==> config.mk <==
export PLATFORM = sky130hd
export DESIGN_NAME = instruction_fetch_flat
export DESIGN_NICKNAME = d
export VERILOG_FILES = /design/src/rtl/instruction_fetch_if.sv /design/src/rtl/instruction_fetch.sv /design/src/flat_wrapper.sv
export SDC_FILE = /design/constraint.sdc
export NUM_CORES = 1
export LEC_CHECK = 0
export ABC_AREA = 1
export CORE_MARGIN = 3
export CORE_UTILIZATION = 55
export CTS_CLUSTER_SIZE = 14
export DETAILED_ROUTE_END_ITERATION = 7
export HOLD_SLACK_MARGIN = 0.12
export PLACE_DENSITY = 0.92
export SLEW_MARGIN = 20
export SYNTH_ARGS = -nofsm -noshare
export SYNTH_HDL_FRONTEND = slang
export SYNTH_SLANG_ARGS = --single-unit
==> constraint.sdc <==
create_clock -name clk -period 4.2 [get_ports clk]
set_input_delay 0.84 -clock clk [delete_from_list [all_inputs] [get_ports clk]]
set_output_delay 0.84 -clock clk [all_outputs]
set_load 0.1 [all_outputs]
==> src/rtl/instruction_fetch_if.sv <==
// Fetch-stage bus bundle: program-memory port, fetch control, redirect from
// execute and the decode handshake, with the fetch stage as master.
interface instruction_fetch_if #(
    parameter int ADDR_W  = 8,
    parameter int INSTR_W = 16
);
    logic [ADDR_W-1:0]  pm_addr;
    logic [INSTR_W-1:0] pm_data;
    logic               fetch_en;
    logic               redirect_valid;
    logic [ADDR_W-1:0]  redirect_pc;
    logic               id_valid;
    logic               id_ready;
    logic [INSTR_W-1:0] id_instr;
    logic [ADDR_W-1:0]  id_pc;

    modport master (
        output pm_addr, id_valid, id_instr, id_pc,
        input  pm_data, fetch_en, redirect_valid, redirect_pc, id_ready
    );

    modport slave (
        input  pm_addr, id_valid, id_instr, id_pc,
        output pm_data, fetch_en, redirect_valid, redirect_pc, id_ready
    );
endinterface

==> src/rtl/instruction_fetch.sv <==
// Fetch stage: PC-driven program-memory read, unconditional-JMP folding,
// execute redirects and a 2-entry {instr, pc} queue towards decode.
module instruction_fetch #(
    parameter int ADDR_W    = 8,
    parameter int INSTR_W   = 16,
    parameter int RESET_PC  = 0,
    parameter int BUF_DEPTH = 2
) (
    input  logic                           clk,
    input  logic                           rst,
    instruction_fetch_if.master            fif,
    output logic [$clog2(BUF_DEPTH+1)-1:0] dbg_count
);
    localparam int COUNT_W = $clog2(BUF_DEPTH + 1);

    // Decode handshake: an entry transfers on any rising edge where
    // id_valid && id_ready; while id_valid && !id_ready the presented entry is
    // held stable, and only rst or redirect_valid may withdraw it.

    logic [ADDR_W-1:0]  pc, pc_nxt;
    logic [COUNT_W-1:0] count, count_nxt;
    logic [INSTR_W-1:0] head_instr, head_instr_nxt, tail_instr, tail_instr_nxt;
    logic [ADDR_W-1:0]  head_pc, head_pc_nxt, tail_pc, tail_pc_nxt;
    logic               valid, full, pop, push, is_jmp, can_fetch;

    assign valid     = (count != '0);
    assign full      = (count == COUNT_W'(BUF_DEPTH));
    assign pop       = valid && fif.id_ready;
    assign is_jmp    = (fif.pm_data[INSTR_W-1:8] == '0);
    assign can_fetch = fif.fetch_en && (!full || pop);

    always_comb begin
        push           = 1'b0;
        pc_nxt         = pc;
        count_nxt      = count;
        head_instr_nxt = head_instr;
        head_pc_nxt    = head_pc;
        tail_instr_nxt = tail_instr;
        tail_pc_nxt    = tail_pc;

        if (fif.redirect_valid) begin
            // Flush; a same-cycle pop has already been handed to decode.
            pc_nxt    = fif.redirect_pc;
            count_nxt = '0;
        end else begin
            if (can_fetch) begin
                if (is_jmp) begin
                    pc_nxt = fif.pm_data[ADDR_W-1:0];
                end else begin
                    push   = 1'b1;
                    pc_nxt = pc + ADDR_W'(1);
                end
            end

            case ({push, pop})
                2'b10: begin
                    if (count == '0) begin
                        head_instr_nxt = fif.pm_data;
                        head_pc_nxt    = pc;
                    end else begin
                        tail_instr_nxt = fif.pm_data;
                        tail_pc_nxt    = pc;
                    end
                    count_nxt = count + COUNT_W'(1);
                end
                2'b01: begin
                    head_instr_nxt = tail_instr;
                    head_pc_nxt    = tail_pc;
                    count_nxt      = count - COUNT_W'(1);
                end
                2'b11: begin
                    if (count == COUNT_W'(1)) begin
                        head_instr_nxt = fif.pm_data;
                        head_pc_nxt    = pc;
                    end else begin
                        head_instr_nxt = tail_instr;
                        head_pc_nxt    = tail_pc;
                        tail_instr_nxt = fif.pm_data;
                        tail_pc_nxt    = pc;
                    end
                end
                default: ;
            endcase
        end
    end

    always_ff @(posedge clk) begin
        if (rst) begin
            pc         <= ADDR_W'(RESET_PC);
            count      <= '0;
            head_instr <= '0;
            head_pc    <= '0;
            tail_instr <= '0;
            tail_pc    <= '0;
        end else begin
            pc         <= pc_nxt;
            count      <= count_nxt;
            head_instr <= head_instr_nxt;
            head_pc    <= head_pc_nxt;
            tail_instr <= tail_instr_nxt;
            tail_pc    <= tail_pc_nxt;
        end
    end

    assign fif.pm_addr  = pc;
    assign fif.id_valid = valid;
    assign fif.id_instr = valid ? head_instr : '0;
    assign fif.id_pc    = valid ? head_pc : '0;
    assign dbg_count    = count;
endmodule

==> src/flat_wrapper.sv <==
// flat-port wrapper written by rule: the top's interface ports become plain ports
module instruction_fetch_flat 
#(
    parameter int ADDR_W    = 8,
    parameter int INSTR_W   = 16,
    parameter int RESET_PC  = 0,
    parameter int BUF_DEPTH = 2
)
  (clk, rst, dbg_count, fif_pm_addr, fif_id_valid, fif_id_instr, fif_id_pc, fif_pm_data, fif_fetch_en, fif_redirect_valid, fif_redirect_pc, fif_id_ready);
  instruction_fetch_if #(.ADDR_W(ADDR_W), .INSTR_W(INSTR_W)) fif_i ();
  input  logic clk;
  input  logic rst;
  output logic [$clog2(BUF_DEPTH+1)-1:0] dbg_count;
  output wire logic [$bits(fif_i.pm_addr)-1:0] fif_pm_addr;
  output wire logic [$bits(fif_i.id_valid)-1:0] fif_id_valid;
  output wire logic [$bits(fif_i.id_instr)-1:0] fif_id_instr;
  output wire logic [$bits(fif_i.id_pc)-1:0] fif_id_pc;
  input wire logic [$bits(fif_i.pm_data)-1:0] fif_pm_data;
  input wire logic [$bits(fif_i.fetch_en)-1:0] fif_fetch_en;
  input wire logic [$bits(fif_i.redirect_valid)-1:0] fif_redirect_valid;
  input wire logic [$bits(fif_i.redirect_pc)-1:0] fif_redirect_pc;
  input wire logic [$bits(fif_i.id_ready)-1:0] fif_id_ready;
  assign fif_pm_addr = fif_i.pm_addr;
  assign fif_id_valid = fif_i.id_valid;
  assign fif_id_instr = fif_i.id_instr;
  assign fif_id_pc = fif_i.id_pc;
  assign fif_i.pm_data = fif_pm_data;
  assign fif_i.fetch_en = fif_fetch_en;
  assign fif_i.redirect_valid = fif_redirect_valid;
  assign fif_i.redirect_pc = fif_redirect_pc;
  assign fif_i.id_ready = fif_id_ready;
  instruction_fetch #(.ADDR_W(ADDR_W), .INSTR_W(INSTR_W), .RESET_PC(RESET_PC), .BUF_DEPTH(BUF_DEPTH)) u_core (.clk(clk), .rst(rst), .fif(fif_i), .dbg_count(dbg_count));
endmodule
==> run summary, run 1 <==
status - completed
Area Growth Syn to Fin - 24.2%
RSZ-0062 raised after global routing - false
routability cong. - 0.863
number of remaining DRC errors - 0
H-Tree Depth - 3
die height - 80.4 um
row count - 26
area leader, netlist - dfxtp_1
DR WL/cell - 13.0 um
VDD IR max - 0.000207 V
WP buf/inv - 5
cts hold-fix bufs - 0
slowest CP cell - ha_1
postcts setup bufs - 0
commonest non-fill, non-tap cell in the layout - inv_1
busiest grt layer - met2
kind of critical path - flip-flop to flip-flop
largest cells by area after synthesis - dfxtp_1 (38%), a21oi_1 (11%), inv_1 (10%), o21ai_0 (9.9%), nor2_1 (5.8%)
M2 GR Usage - 38.4%
Critical Path Source Type - flip-flop
Switch Pwr - 0.553 mW
PortBufs - 63
CP Max Fanout - 27
Boundary Pins - 64
dpl ws - 876 ps
sw frac - 35.4%
fin crit share - 73.4%
Core Area - 0.00524 mm2
Die Footprint - 0.00646 mm2
Register Area - 0.00116 mm2
area of the multi-input gates - 0.00141 mm2
clock sink count - 58
syn nets - 492
final setup vio count - 0
leakage - 1.80 nW
Clk pin slew, worst setup/hold paths - 60 ps
Mapped Avg Cell Area - 6.70 um2
vias in the first global route - 2710
Starting Density - 58.1%
final setup margin - 1120 ps
total wire length - 7.56 mm
Vias - 3089
Rel. slew slack - 34.4%
CP Capture Type - flip-flop
Root Driver - clkbuf_8
MaxCap Viol Count - 0
initial drt markers - 316
post_cts resized - 0
M1 GR Usage - 30.6%
Final Skew - 8.71 ps
Gate power share - 27.6%
register bit total from synthesis - 58
worst slew pin tran - 980 ps
PwrDens - 414 mW/mm2
Mapped Cells - 454
hpwl dp - 5.32 mm
initial antenna violation count - 0
GRT Overall Usage - 24.2%
Max stage delay on crit path - 760 ps
first-pass GRT wire length - 12.1 mm
clock latency on the worst-skew pair - 340 ps
Worst EP required - 4430 ps
DR pass1 iterations - 4
Fin. Hold Viols - 0
global route total overflow - 0
Yosys cell types - 23
Arr. time, crit path - 3310 ps
nets - 544
crit-path cells - inv_1, ha_1, inv_4, nand2_4, inv_2, ha_1, a21oi_2, buf_4, o21ai_0, o21ai_0, inv_1
# fillers - 427
Slew Limit Fails - 0
Hold Crit Class - flip-flop to flip-flop
CTS tree - done
largest net degree at the start of global routing - 49
commonest non-fill, non-tap cells in the layout - inv_1 (84), a21oi_1 (64), o21ai_0 (60), dfxtp_1 (58), nor2_1 (47)
final setup TNS - 0 ps
ANT nets after route - 0
Sequential Power Share - 40.5%
top-area cell type share of the netlist area - 38.2%
sequential share of the synthesized area - 38.2%
family with the most delay on the worst path - adder cells
Clock Power Share - 31.9%
vias per cell - 5.33
Longest Clk Path Bufs - 2
Int Pwr - 1.01 mW
GR Util met3 - 4.60%
mapped cell area - 0.00304 mm2
DIE WIDTH - 80.4 um
share of layout cells above drive strength 1 - 9.41%
fin crit period - 3080 ps
Max Clock Freq - 0.325 GHz
Inserted Diodes - 0
Num CTS Buffers - 9
Ys Warns - 0
-- kinds of logic after synthesis --
logic type	after synthesis	share of synthesized area (%)
flops	58	38.2
simple gates	123	16.8
xor+xnor	4	1.15
fa+ha+maj	9	3.70
compound gates	146	24.5
buf+inv	114	15.6
-- power by group through the flow --
stage / clock network (mW) / registers [mW] / logic [mW]
final: 0.498 / 0.633 / 0.431
after global routing: 0.525 / 0.638 / 0.467
after CTS: 0.500 / 0.632 / 0.430
after detailed placement: 0 / 0.644 / 0.427
after global placement: 0 / 0.642 / 0.416
after floorplan: 0 / 0.697 / 0.273
-- state kept, by name (all words and copies together) (netlist names) --
signal,flops
u_core.dbg_count,2
u_core.fif.pm_addr,8
u_core.head_instr,16
u_core.head_pc,8
u_core.tail_instr,16
u_core.tail_pc,8
-- Yosys cell counts, drive strengths merged --
library cell  number
o211ai             2
o21ai             77
nand2             42
a21oi             65
buf               17
nor2              47
dfxtp             58
inv               86
ha                 9
o21bai             1
clkbuf            11
nand3             34
xor2               4
a211o              1
-- tightest hold or removal path: cells and delay by family, from the launching register on --
family	cells	cell delay, ps
flops	1	330
compound gates	1	60
simple gates	1	70
-- routing by layer --
layer  vias to the layer above  wire [um]
li1                       1556          -
met1                      1381       3370
met2                       133       3480
met3                        19        508
met4                         0        201
met5                         -          0
-- metrics by stage --
step | total power [mW] | cells | hold WS [ps] | utilization, % | instance area, um2
global route | 1.63 | 580 | 542 | 72.1 | 3780
detailed placement | 1.07 | 565 | 499 | 68.6 | 3590
floorplan | 0.969 | 454 | 503 | - | 3040
CTS | 1.56 | 580 | 512 | 72.1 | 3780
global placement | 1.06 | 565 | 485 | 68.6 | 3590
finish | 1.56 | 580 | 507 | 72.1 | 3780
-- path summary, 6_finish.rpt --
check,startpoint,endpoint,cells after the start,slack (ps)
worst max register to register,u_core.dbg_count[0]$_SDFFE_PP0P_,u_core.head_instr[0]$_SDFFE_PP0P_,11,1120
worst max-delay path,u_core.dbg_count[0]$_SDFFE_PP0P_,u_core.head_instr[0]$_SDFFE_PP0P_,11,1120
worst min register to register,u_core.fif.pm_addr[7]$_SDFFE_PP0P_,u_core.fif.pm_addr[7]$_SDFFE_PP0P_,2,510
worst min-delay path,u_core.fif.pm_addr[7]$_SDFFE_PP0P_,u_core.fif.pm_addr[7]$_SDFFE_PP0P_,2,510
-- final cells by class --
type | instances | share of cell area (%)
Multi-Input combinational cell | 282 | 37.2
Sequential cell | 58 | 30.7
Timing Repair Buffer | 69 | 16.2
Inverter | 86 | 8.61
Clock buffer | 12 | 3.84
Tap cell | 70 | 2.32
Clock inverter | 3 | 1.06
(Power assumes the default switching activity.)
==> run 2: changes to the inputs <==
--- a/config.mk
+++ b/config.mk
@@ -7,11 +7,11 @@
 export LEC_CHECK = 0
 export ABC_AREA = 1
 export CORE_MARGIN = 3
-export CORE_UTILIZATION = 55
+export CORE_UTILIZATION = 46
 export CTS_CLUSTER_SIZE = 14
 export DETAILED_ROUTE_END_ITERATION = 7
 export HOLD_SLACK_MARGIN = 0.12
-export PLACE_DENSITY = 0.92
+export PLACE_DENSITY = 0.83
 export SLEW_MARGIN = 20
 export SYNTH_ARGS = -nofsm -noshare
 export SYNTH_HDL_FRONTEND = slang
==> constraint.sdc (replaced) <==
create_clock -name clk -period 2.6 [get_ports clk]
set_input_delay 0.52 -clock clk [delete_from_list [all_inputs] [get_ports clk]]
set_output_delay 0.52 -clock clk [all_outputs]
set_load 0.1 [all_outputs]
==> run 2 against run 1 <==
First-iteration DRC count increased by 21%; design area increased by 11%; clock skew decreased by 5.7 ps; combinational power increased by 86%; global-route usage decreased by 2.2 points; hold slack improved by 19 ps; register-to-register slack got worse by 890 ps; sequential power increased by 63%; critical endpoint is now u_core.head_instr[1]$_SDFFE_PP0P_; non-clock buffer count increased by 6; critical path type unchanged; maximum frequency increased by 30%.
==> run summary, run 2 (synthesis gave the netlist of run 1 again) <==
GR Util met3 - 4.73% (was 4.60%)
Final Skew - 2.97 ps (was 8.71 ps)
initial antenna violation count - 0 (unchanged)
nets - 550 (was 544)
number of remaining DRC errors - 0 (unchanged)
RSZ-0062 raised after global routing - false (unchanged)
slowest CP cell - dfxtp_4 (was ha_1)
Slew Limit Fails - 0 (unchanged)
Hold WS - 526 ps (was 507 ps)
final instance area - 0.00421 mm2 (was 0.00378 mm2)
Clock Power Share - 27.3% (was 31.9%)
vias per cell - 5.34 (was 5.33)
Fin. Hold Viols - 0 (unchanged)
initial drt markers - 382 (was 316)
M1 GR Usage - 29.4% (was 30.6%)
fin crit share - 91.0% (was 73.4%)
Post-Place Cell Area - 0.00406 mm2 (was 0.00359 mm2)
Area Growth Syn to Fin - 38.3% (was 24.2%)
postcts setup bufs - 0 (unchanged)
vias in the first global route - 2868 (was 2710)
DR pass1 iterations - 5 (was 4)
post_cts resized - 0 (unchanged)
Hold Crit Class - flip-flop to flip-flop (unchanged)
Die Footprint - 0.00762 mm2 (was 0.00646 mm2)
GRT Overall Usage - 22.0% (was 24.2%)
Gate power share - 31.8% (was 27.6%)
commonest non-fill, non-tap cell in the layout - inv_1 (unchanged)
dpl ws - 27.5 ps (was 876 ps)
leakage - 1.92 nW (was 1.80 nW)
CP Max Fanout - 24 (was 27)
Reg2Reg Setup Slack - 230 ps (was 1120 ps)
Int Pwr - 1.58 mW (was 1.01 mW)
first-pass GRT wire length - 13.2 mm (was 12.1 mm)
Critical Path Source Type - flip-flop (unchanged)
Vias - 3154 (was 3089)
final setup TNS - 0 ps (unchanged)
Inserted Diodes - 0 (unchanged)
MaxCap Viol Count - 0 (unchanged)
busiest grt layer - met2 (unchanged)
crit-path most repeated cell - inv_1
Sequential Power Share - 40.8% (was 40.5%)
Arr. time, crit path - 2610 ps (was 3310 ps)
Switch Pwr - 0.933 mW (was 0.553 mW)
Rel. slew slack - 52.0% (was 34.4%)
DIE WIDTH - 87.3 um (was 80.4 um)
Worst EP required - 2840 ps (was 4430 ps)
clock sink count - 58 (unchanged)
Longest Clk Path Bufs - 2 (unchanged)
ANT nets after route - 0 (unchanged)
CP Capture Type - flip-flop (unchanged)
DR WL/cell - 13.4 um (was 13.0 um)
cts hold-fix bufs - 0 (unchanged)
largest net degree at the start of global routing - 49 (unchanged)
fin crit period - 2370 ps (was 3080 ps)
Max stage delay on crit path - 370 ps (was 760 ps)
status - completed (unchanged)
sw frac - 37.1% (was 35.4%)
WP buf/inv - 5 (unchanged)
Layout Cells excl Fill - 591 (was 580)
VDD IR max - 0.000339 V (was 0.000207 V)
family with the most delay on the worst path - adder cells (unchanged)
CTS tree - done (unchanged)
commonest non-fill, non-tap cells in the layout - inv_1 (84), a21oi_1 (64), o21ai_0 (60), dfxtp_1 (56), nand2_1 (41) (was inv_1 (84), a21oi_1 (64), o21ai_0 (60), dfxtp_1 (58), nor2_1 (47))
share of layout cells above drive strength 1 - 17.4% (was 9.41%)
Starting Density - 49.3% (was 58.1%)
PortBufs - 63 (unchanged)
row count - 28 (was 26)
die height - 87.3 um (was 80.4 um)
routability cong. - 0.802 (was 0.863)
Clk pin slew, worst setup/hold paths - 60 ps (about the same)
hpwl dp - 5.60 mm (was 5.32 mm)
final setup vio count - 0 (unchanged)
Num CTS Buffers - 9 (unchanged)
Inst Count DP - 576 (was 565)
total wire length - 7.90 mm (was 7.56 mm)
Boundary Pins - 64 (unchanged)
utilization after layout - 68.2% (was 72.1%)
PwrDens - 597 mW/mm2 (was 414 mW/mm2)
final setup margin - 233 ps (was 1120 ps)
worst slew pin tran - 719 ps (was 980 ps)
Root Driver - clkbuf_8 (unchanged)
biggest regs - u_core.head_instr: 16 flops, u_core.tail_instr: 16 flops (unchanged)
# fillers - 484 (was 427)
H-Tree Depth - 3 (unchanged)
kind of critical path - flip-flop to flip-flop (unchanged)
total power - 2.51 mW (was 1.56 mW)
clock latency on the worst-skew pair - 340 ps (about the same)
Max Clock Freq - 0.423 GHz (was 0.325 GHz)
Core Area - 0.00617 mm2 (was 0.00524 mm2)
crit-path cells - inv_1, ha_1, inv_8, nand2_4, nand2_1, nand2_1, nor2_2, inv_1, ha_1, o21bai_1, buf_12, nand3_1, o21ai_0, o21ai_1, inv_1 (was inv_1, ha_1, inv_4, nand2_4, inv_2, ha_1, a21oi_2, buf_4, o21ai_0, o21ai_0, inv_1)
global route total overflow - 0 (unchanged)
M2 GR Usage - 34.2% (was 38.4%)
## run 2: layout make-up
cell class / instances / area [um2] / area share [%]
repair buffers: 75 / 996 / 23.7
well taps: 75 / 93.8 / 2.23
clock buffers: 12 / 135 / 3.21
flip-flops and latches: 58 / 1170 / 27.8
multi-input cells: 282 / 1470 / 34.9
inverters: 86 / 330 / 7.85
clock inverters: 3 / 16.3 / 0.387
## run 2: worst paths after layout
path | from | end | cells after the start
setup / recovery | u_core.dbg_count[0]$_SDFFE_PP0P_ | u_core.head_instr[1]$_SDFFE_PP0P_ | 15
hold / removal | u_core.fif.pm_addr[3]$_SDFFE_PP0P_ | u_core.fif.pm_addr[3]$_SDFFE_PP0P_ | 2
setup reg to reg | u_core.dbg_count[0]$_SDFFE_PP0P_ | u_core.head_instr[1]$_SDFFE_PP0P_ | 15
hold reg to reg | u_core.fif.pm_addr[3]$_SDFFE_PP0P_ | u_core.fif.pm_addr[3]$_SDFFE_PP0P_ | 2
## run 2: power groups by stage
stage	sequential (mW)	clock (mW)	combinational, mW
after floorplan	1.13	0	0.464
after global placement	1.04	0	0.779
after detailed placement	1.04	0	0.797
after CTS	1.02	0.691	0.800
after global routing	1.03	0.739	0.861
final	1.03	0.686	0.800
## run 2: metal layers
layer | vias up | share of wire [%]
li1 | 1561 | -
met3 | 16 | 7.5
met2 | 166 | 46
met4 | 0 | 2.4
met1 | 1411 | 45
met5 | - | 0
## run 2: tightest hold or removal path: cells and delay by family, from the launching register on
family | cells | cell delay, ps
AO/OA/AOI/OAI | 1 | 60
AND/OR/NAND/NOR | 1 | 80
flip-flops | 1 | 350
==> run 3: changes to the inputs <==
--- a/config.mk
+++ b/config.mk
@@ -6,6 +6,7 @@
 export NUM_CORES = 1
 export LEC_CHECK = 0
 export ABC_AREA = 1
+export CAP_MARGIN = 20
 export CORE_MARGIN = 3
 export CORE_UTILIZATION = 46
 export CTS_CLUSTER_SIZE = 14
==> results of run 3 <==
Same layout as run 2: the final DEF is identical, and so are final timing and power.
